--- src/rtl/i2c_pkg.sv ---
// Shared definitions for the I2C slave bit processor.
// Holds the FSM state encoding, the auxiliary-address defaults, the byte
// length and the address-match helper used by the top.
package i2c_pkg;

  localparam int unsigned BITS_PER_BYTE = 8;

  // Auxiliary address window (SPI-bridge decode) defaults.
  localparam logic [6:0]  ALT_ADDR_BASE_DEF = 7'h40;
  localparam int unsigned ALT_ADDR_CNT_DEF  = 2;

  // Slave FSM state encoding.
  localparam logic [2:0] ST_IDLE     = 3'd0;
  localparam logic [2:0] ST_ADDR     = 3'd1;
  localparam logic [2:0] ST_ADDR_ACK = 3'd2;
  localparam logic [2:0] ST_WR_DATA  = 3'd3;
  localparam logic [2:0] ST_WR_ACK   = 3'd4;
  localparam logic [2:0] ST_RD_DATA  = 3'd5;
  localparam logic [2:0] ST_RD_ACK   = 3'd6;
  localparam logic [2:0] ST_IGNORE   = 3'd7;

  // True for the primary address or any address in [base, base+cnt).
  // Compared at 8 bits so base+cnt may run past 7'h7F without wrapping.
  function automatic logic addr_match(input logic [6:0] addr, input logic [6:0] own,
                                      input logic [6:0] base, input logic [7:0] cnt);
    logic [7:0] lo;
    logic [7:0] hi;
    lo = {1'b0, base};
    hi = lo + cnt;
    addr_match = (addr == own) || (({1'b0, addr} >= lo) && ({1'b0, addr} < hi));
  endfunction

endpackage

--- src/rtl/i2c_line_filter.sv ---
// Input conditioner for one I2C line.
// 2-FF synchroniser followed by a run-length filter: the filtered value only
// follows the synchronised input after FILT_LEN consecutive differing samples.
// rise/fall are 1-clk pulses aligned with the cycle the filtered value changes.
// Ports:
//   clk, rst  - system clock, synchronous active-high reset
//   pin       - raw asynchronous line
//   filt      - filtered line level (resets to 1)
//   rise/fall - filtered edge pulses
module i2c_line_filter #(
  parameter int unsigned FILT_LEN = 3
) (
  input  logic clk,
  input  logic rst,
  input  logic pin,
  output logic filt,
  output logic rise,
  output logic fall
);

  localparam logic [3:0] LAST = 4'(FILT_LEN - 1);
  localparam logic [3:0] WARM = 4'(FILT_LEN);

  logic       sync1;
  logic       sync2;
  logic [3:0] cnt;
  logic [3:0] warm;
  logic       warm_done;

  // Edge pulses stay suppressed until FILT_LEN samples have been seen.
  assign warm_done = (warm == WARM);

  always_ff @(posedge clk) begin
    if (rst) begin
      sync1 <= 1'b1;
      sync2 <= 1'b1;
      filt  <= 1'b1;
      cnt   <= 4'd0;
      warm  <= 4'd0;
      rise  <= 1'b0;
      fall  <= 1'b0;
    end else begin
      sync1 <= pin;
      sync2 <= sync1;
      rise  <= 1'b0;
      fall  <= 1'b0;
      if (!warm_done) warm <= warm + 4'd1;
      if (sync2 != filt) begin
        if (cnt == LAST) begin
          filt <= sync2;
          cnt  <= 4'd0;
          rise <= sync2 & warm_done;
          fall <= ~sync2 & warm_done;
        end else begin
          cnt <= cnt + 4'd1;
        end
      end else begin
        cnt <= 4'd0;
      end
    end
  end

endmodule

--- src/rtl/i2c_slave_bitproc.sv ---
// Bit-level I2C slave front end.
// Filters SCL/SDA, detects START/STOP, shifts address and data bytes, drives
// ACK and read data on SDA (open drain via sda_oe) and hands bytes to the
// packetiser. Pure slave: never stretches or drives SCL.
// Ports:
//   clk, rst        - system clock, synchronous active-high reset
//   scl_pin, sda_in - raw bus lines
//   sda_oe          - 1 pulls SDA low
//   reg_addr        - primary slave address
//   addr_r, rw      - address / R/W bit of the current or last transaction
//   addr_hit        - current transaction targets this block
//   byte_buf        - last received data byte, byte_done pulses when updated
//   tx_byte         - read data, sampled the clk after tx_req
//   tx_req, tx_nak  - read byte request / master NAK pulses
//   start_det, stop_det - bus condition pulses
module i2c_slave_bitproc
  import i2c_pkg::*;
#(
  parameter int unsigned FILT_LEN      = 3,
  parameter logic [6:0]  ALT_ADDR_BASE = ALT_ADDR_BASE_DEF,
  parameter int unsigned ALT_ADDR_CNT  = ALT_ADDR_CNT_DEF
) (
  input  logic       clk,
  input  logic       rst,
  input  logic       scl_pin,
  input  logic       sda_in,
  output logic       sda_oe,
  input  logic [6:0] reg_addr,
  output logic [6:0] addr_r,
  output logic       rw,
  output logic       addr_hit,
  output logic [7:0] byte_buf,
  output logic       byte_done,
  input  logic [7:0] tx_byte,
  output logic       tx_req,
  output logic       tx_nak,
  output logic       start_det,
  output logic       stop_det
);

  localparam logic [2:0] LAST_BIT = 3'(BITS_PER_BYTE - 1);

  logic       scl, scl_rise, scl_fall;
  logic       sda, sda_rise, sda_fall;
  logic       start, stop;
  logic [2:0] state;
  logic [2:0] bit_cnt;
  logic [7:0] shift;
  logic       full;     // byte complete (or read ACK seen), act on next fall
  logic       tx_load;  // tx_byte is valid this clk

  i2c_line_filter #(.FILT_LEN(FILT_LEN)) u_scl_filt (
    .clk  (clk),
    .rst  (rst),
    .pin  (scl_pin),
    .filt (scl),
    .rise (scl_rise),
    .fall (scl_fall)
  );

  i2c_line_filter #(.FILT_LEN(FILT_LEN)) u_sda_filt (
    .clk  (clk),
    .rst  (rst),
    .pin  (sda_in),
    .filt (sda),
    .rise (sda_rise),
    .fall (sda_fall)
  );

  assign start = sda_fall & scl;
  assign stop  = sda_rise & scl;

  always_ff @(posedge clk) begin
    if (rst) begin
      state     <= ST_IDLE;
      bit_cnt   <= 3'd0;
      shift     <= 8'h00;
      full      <= 1'b0;
      tx_load   <= 1'b0;
      sda_oe    <= 1'b0;
      addr_r    <= 7'h00;
      rw        <= 1'b0;
      addr_hit  <= 1'b0;
      byte_buf  <= 8'h00;
      byte_done <= 1'b0;
      tx_req    <= 1'b0;
      tx_nak    <= 1'b0;
      start_det <= 1'b0;
      stop_det  <= 1'b0;
    end else begin
      byte_done <= 1'b0;
      tx_req    <= 1'b0;
      tx_nak    <= 1'b0;
      start_det <= 1'b0;
      stop_det  <= 1'b0;
      // Bus conditions win over any SCL edge in the same clk.
      if (start) begin
        start_det <= 1'b1;
        sda_oe    <= 1'b0;
        bit_cnt   <= 3'd0;
        full      <= 1'b0;
        tx_load   <= 1'b0;
        state     <= ST_ADDR;
      end else if (stop) begin
        stop_det  <= 1'b1;
        sda_oe    <= 1'b0;
        addr_hit  <= 1'b0;
        bit_cnt   <= 3'd0;
        full      <= 1'b0;
        tx_load   <= 1'b0;
        state     <= ST_IDLE;
      end else begin
        case (state)
          ST_IDLE: ;
          ST_ADDR: begin
            if (scl_rise) begin
              shift   <= {shift[6:0], sda};
              bit_cnt <= bit_cnt + 3'd1;
              if (bit_cnt == LAST_BIT) begin
                addr_r   <= shift[6:0];
                rw       <= sda;
                addr_hit <= addr_match(shift[6:0], reg_addr, ALT_ADDR_BASE,
                                       8'(ALT_ADDR_CNT));
                full     <= 1'b1;
              end
            end else if (scl_fall && full) begin
              full    <= 1'b0;
              bit_cnt <= 3'd0;
              if (addr_hit) begin
                sda_oe <= 1'b1;
                state  <= ST_ADDR_ACK;
              end else begin
                state  <= ST_IGNORE;
              end
            end
          end
          ST_ADDR_ACK: begin
            if (scl_fall) begin
              sda_oe  <= 1'b0;
              bit_cnt <= 3'd0;
              if (rw) begin
                tx_req  <= 1'b1;
                tx_load <= 1'b1;
                state   <= ST_RD_DATA;
              end else begin
                state   <= ST_WR_DATA;
              end
            end
          end
          ST_WR_DATA: begin
            if (scl_rise) begin
              shift   <= {shift[6:0], sda};
              bit_cnt <= bit_cnt + 3'd1;
              if (bit_cnt == LAST_BIT) begin
                byte_buf  <= {shift[6:0], sda};
                byte_done <= 1'b1;
                full      <= 1'b1;
              end
            end else if (scl_fall && full) begin
              full   <= 1'b0;
              sda_oe <= 1'b1;
              state  <= ST_WR_ACK;
            end
          end
          ST_WR_ACK: begin
            if (scl_fall) begin
              sda_oe  <= 1'b0;
              bit_cnt <= 3'd0;
              state   <= ST_WR_DATA;
            end
          end
          ST_RD_DATA: begin
            if (tx_load) begin
              tx_load <= 1'b0;
              shift   <= tx_byte;
              sda_oe  <= ~tx_byte[7];
            end else if (scl_fall) begin
              shift   <= {shift[6:0], 1'b0};
              bit_cnt <= bit_cnt + 3'd1;
              if (bit_cnt == LAST_BIT) begin
                sda_oe <= 1'b0;
                state  <= ST_RD_ACK;
              end else begin
                sda_oe <= ~shift[6];
              end
            end
          end
          ST_RD_ACK: begin
            if (scl_rise) begin
              if (sda) begin
                tx_nak <= 1'b1;
                state  <= ST_IGNORE;
              end else begin
                full   <= 1'b1;
              end
            end else if (scl_fall && full) begin
              full    <= 1'b0;
              bit_cnt <= 3'd0;
              tx_req  <= 1'b1;
              tx_load <= 1'b1;
              state   <= ST_RD_DATA;
            end
          end
          ST_IGNORE: sda_oe <= 1'b0;
          default:   state  <= ST_IDLE;
        endcase
      end
    end
  end

endmodule

--- config.mk ---
export PLATFORM = sky130hd
export DESIGN_NAME = i2c_slave_bitproc
export DESIGN_NICKNAME = d
export VERILOG_FILES = /design/src/rtl/i2c_pkg.sv /design/src/rtl/i2c_line_filter.sv /design/src/rtl/i2c_slave_bitproc.sv
export SDC_FILE = /design/constraint.sdc
export NUM_CORES = 1
export LEC_CHECK = 0
export ABC_AREA = 1
export BUFFER_PORTS_ARGS = -buffer_cell sky130_fd_sc_hd__buf_2
export CAP_MARGIN = 15
export CORE_ASPECT_RATIO = 1.2
export CORE_MARGIN = 2
export CORE_UTILIZATION = 44
export DETAILED_ROUTE_END_ITERATION = 16
export GPL_TIMING_DRIVEN = 0
export PLACE_DENSITY_LB_ADDON = 0.08
export SYNTH_ARGS = -nofsm -noshare
export SYNTH_HDL_FRONTEND = slang
export SYNTH_HIERARCHICAL = 1
export SYNTH_SLANG_ARGS = --single-unit
--- constraint.sdc ---
create_clock -name clk -period 1.8 [get_ports clk]
set_clock_uncertainty 0.1 [all_clocks]
set_input_delay 0.09 -clock clk [delete_from_list [all_inputs] [get_ports clk]]
set_output_delay 0.09 -clock clk [all_outputs]
set_load 0.1 [all_outputs]
==> impl_metrics.tcl <==
set metrics [dict create \
    status "completed" \
    finalHoldViolations 0 \
    cts_tree "yes" \
    syn_nets 467 \
    fin_util 0.5425 \
    synth_warnings 6 \
    setup_viol 0 \
    die_h_um 96.09 \
    clkLatencyLatePin_ns 0.36 \
    async_flop_share 0 \
    final.period_utilization 0.9575 \
    clock_sinks 64 \
    gp_congestion 0.9203 \
    path_max_fanout 8 \
    swShare 0.3785 \
    syn2layout_area_growth_pct 19.60 \
    grt_overflow 0 \
    use_met3 0.05910 \
    cp.required_ns 1.95 \
    ys_seq_area_frac 0.4121 \
    min_period_ns 1.724 \
    max_freq_mhz 580.2 \
    worst_slack_ns 0.07650 \
    dr.pass1.iters 5 \
    yosysTopAreaCell "dfxtp_1" \
    dp_slack_ns -0.1440 \
    synth.distinct_cells 30 \
    synthCells 439 \
    whs_path_depth 5 \
    power_frac_comb 0.343 \
    vias 2930 \
    end_kind "register" \
    drv_slew 0 \
    diodes 0 \
    p_int_mw 2.901 \
    ys_top_cells_by_count "nand2_1, nor2_1, dfxtp_1" \
    cts_max_level 3 \
    final_nets 521 \
    core_um2 6854 \
    boundaryPins 42 \
    grt_use_met2 0.3208 \
    top_usage_layer "met2" \
    layout-drive-gt1-share 0.2129 \
    clk_pin_slew_worst_paths_ns 0.08 \
    grt_usage 0.1997 \
    p_sw_mw 1.767 \
    clk_path_buf_depth 2 \
    rsz0062_at_grt "yes" \
    wl_per_cell_um 12.34 \
    routed_wl_um 7220 \
    via_per_inst 5.009 \
    irDropWorstVdd_v 0.0006589 \
    grt_max_degree 17 \
    use_met1 0.2458 \
    die-area_um2 7757 \
    powerDensity_nw_per_um2 1255 \
    antenna_found_initial 0 \
    ys_ff_latch 64 \
    power_frac_seq 0.363 \
    leakage_nw 1.759 \
    synth.cell_area_um2 3109 \
    grt_first_pass_wirelength_um 11760 \
    worst-r2r-cell-count 10 \
    cp-start-kind "register" \
    ys.flop_type "dfxtp_1" \
    rows 33 \
    die_w_um 80.74 \
    power_frac_clock 0.295 \
    netlist.area_leader.share 0.4121 \
    grt_pass1_vias 2665 \
    tightest_slew_ns 0.4917 \
    drc 0 \
    hold_class "in2reg" \
    arrival_ns 1.87 \
    syn_avg_cell_area_um2 7.083 \
    holdWs_ns 0.01708 \
    yosysMostFrequentCell "nand2_1" \
    port_buffers 41 \
    drv_cap 0 \
    dr.first_iter.drc_count 179 \
    postRouteAntennaNets 0 \
    synth_area_leaders "dfxtp_1, nand2_1, nor2_1" \
    cts-buffers-inserted 9 \
    synth_edf_count 0 \
    dp_hpwl_um 5324 \
    crit_type "reg2reg" \
    start_util 0.4536 \
    max_slew_margin 0.6744 \
    setup-tns-final_ns 0 \
    root_buffer "clkbuf_8" \
]
[state kept, by name (all words and copies together), names as in the netlist, 3 cells and up]
name             cells
addr_r               7
bit_cnt              3
byte_buf             8
shift                7
state                3
u_scl_filt/cnt       4
u_scl_filt/warm      4
u_sda_filt/cnt       4
u_sda_filt/warm      4
[kinds of logic after synthesis]
family          share of synthesized area
compound gates                     0.1344
flops                              0.4121
buf+inv                           0.08249
fa+ha+maj                         0.03622
xor+xnor                          0.03099
simple gates                       0.3038
[layer usage]
metal / vias up / wire [µm]
met5: - / 0
met4: 0 / 179
met3: 19 / 330
met2: 60 / 3305
met1: 1311 / 3405
li1: 1540 / -
[area by class of cell]
class / count / area (µm²)
Multi-Input combinational cell: 310 / 1603
Sequential cell: 64 / 1285
Timing Repair Buffer: 45 / 242.7
Clock buffer: 9 / 123.9
Clock inverter: 7 / 95.09
Fill cell: 697 / 3136
Tap cell: 87 / 108.9
Inverter: 57 / 219.0
Buffer: 6 / 41.29
[layout by cell type (no fill, tap or decap), drive strengths merged]
cell type	netlist	routed
nand3	33	33
clkbuf	1	11
buf	7	46
clkinvlp	0	1
nor3	5	5
nor2	72	72
nand2	81	81
xor2	4	4
inv	55	57
xnor2	7	7
clkinv	2	4
a31oi	1	1
nand3b	1	1
or2	5	5
o22ai	3	3
o21ai	44	44
a21oi	33	33
dlygate4sd3	0	3
ha	9	9
nand4	10	10
dfxtp	64	64
nor4	1	1
bufinv	0	2
o211ai	1	1
[power by group through the flow]
stage	sequential (mW)	clock (mW)	combinational (mW)
floorplan	1.79	0	1.17
global placement	1.70	0	1.53
detailed placement	1.71	0	1.55
CTS	1.68	1.41	1.57
global route	1.71	1.48	1.82
finish	1.69	1.38	1.60
[path summary, 6_finish.rpt]
path | from | endpoint | slack [ns]
max | state[2]$_SDFFE_PP0P_ | state[1]$_SDFFE_PP0P_ | 0.08
min | tx_byte[3] | shift[3]$_SDFFE_PP0P_ | 0.02
max reg2reg | state[2]$_SDFFE_PP0P_ | state[1]$_SDFFE_PP0P_ | 0.08
min reg2reg | u_sda_filt/sync1$_SDFF_PP1_ | u_sda_filt/sync2$_SDFF_PP1_ | 0.31
[per-stage QoR]
step,power (mW),area [µm²],cells
finish,4.668,3719,585
global route,5.019,3719,585
CTS,4.658,3679,585
detailed placement,3.264,3423,567
global placement,3.233,3423,567
floorplan,2.954,3109,439
[repair_timing]
action / CTS / global route
hold endpoints to repair: 3 / 0
buffers inserted: 0 / 1
pin swaps: 0 / 2
endpoints found under the setup margin: 13 / 33
gates resized for setup: 5 / 13
hold buffers: 3 / 0
[worst max-delay path, stage by stage, from the launching register on]
cell,delay (ns)
dfxtp_1,0.31
buf_4,0.16
inv_4,0.07
nand2_1,0.06
clkinv_1,0.10
nand2_2,0.12
nand2_1,0.08
nor2_2,0.15
nand4_1,0.24
nor2_1,0.16
nor2_1,0.06
Note: power is estimated with default switching activity, not from simulation.
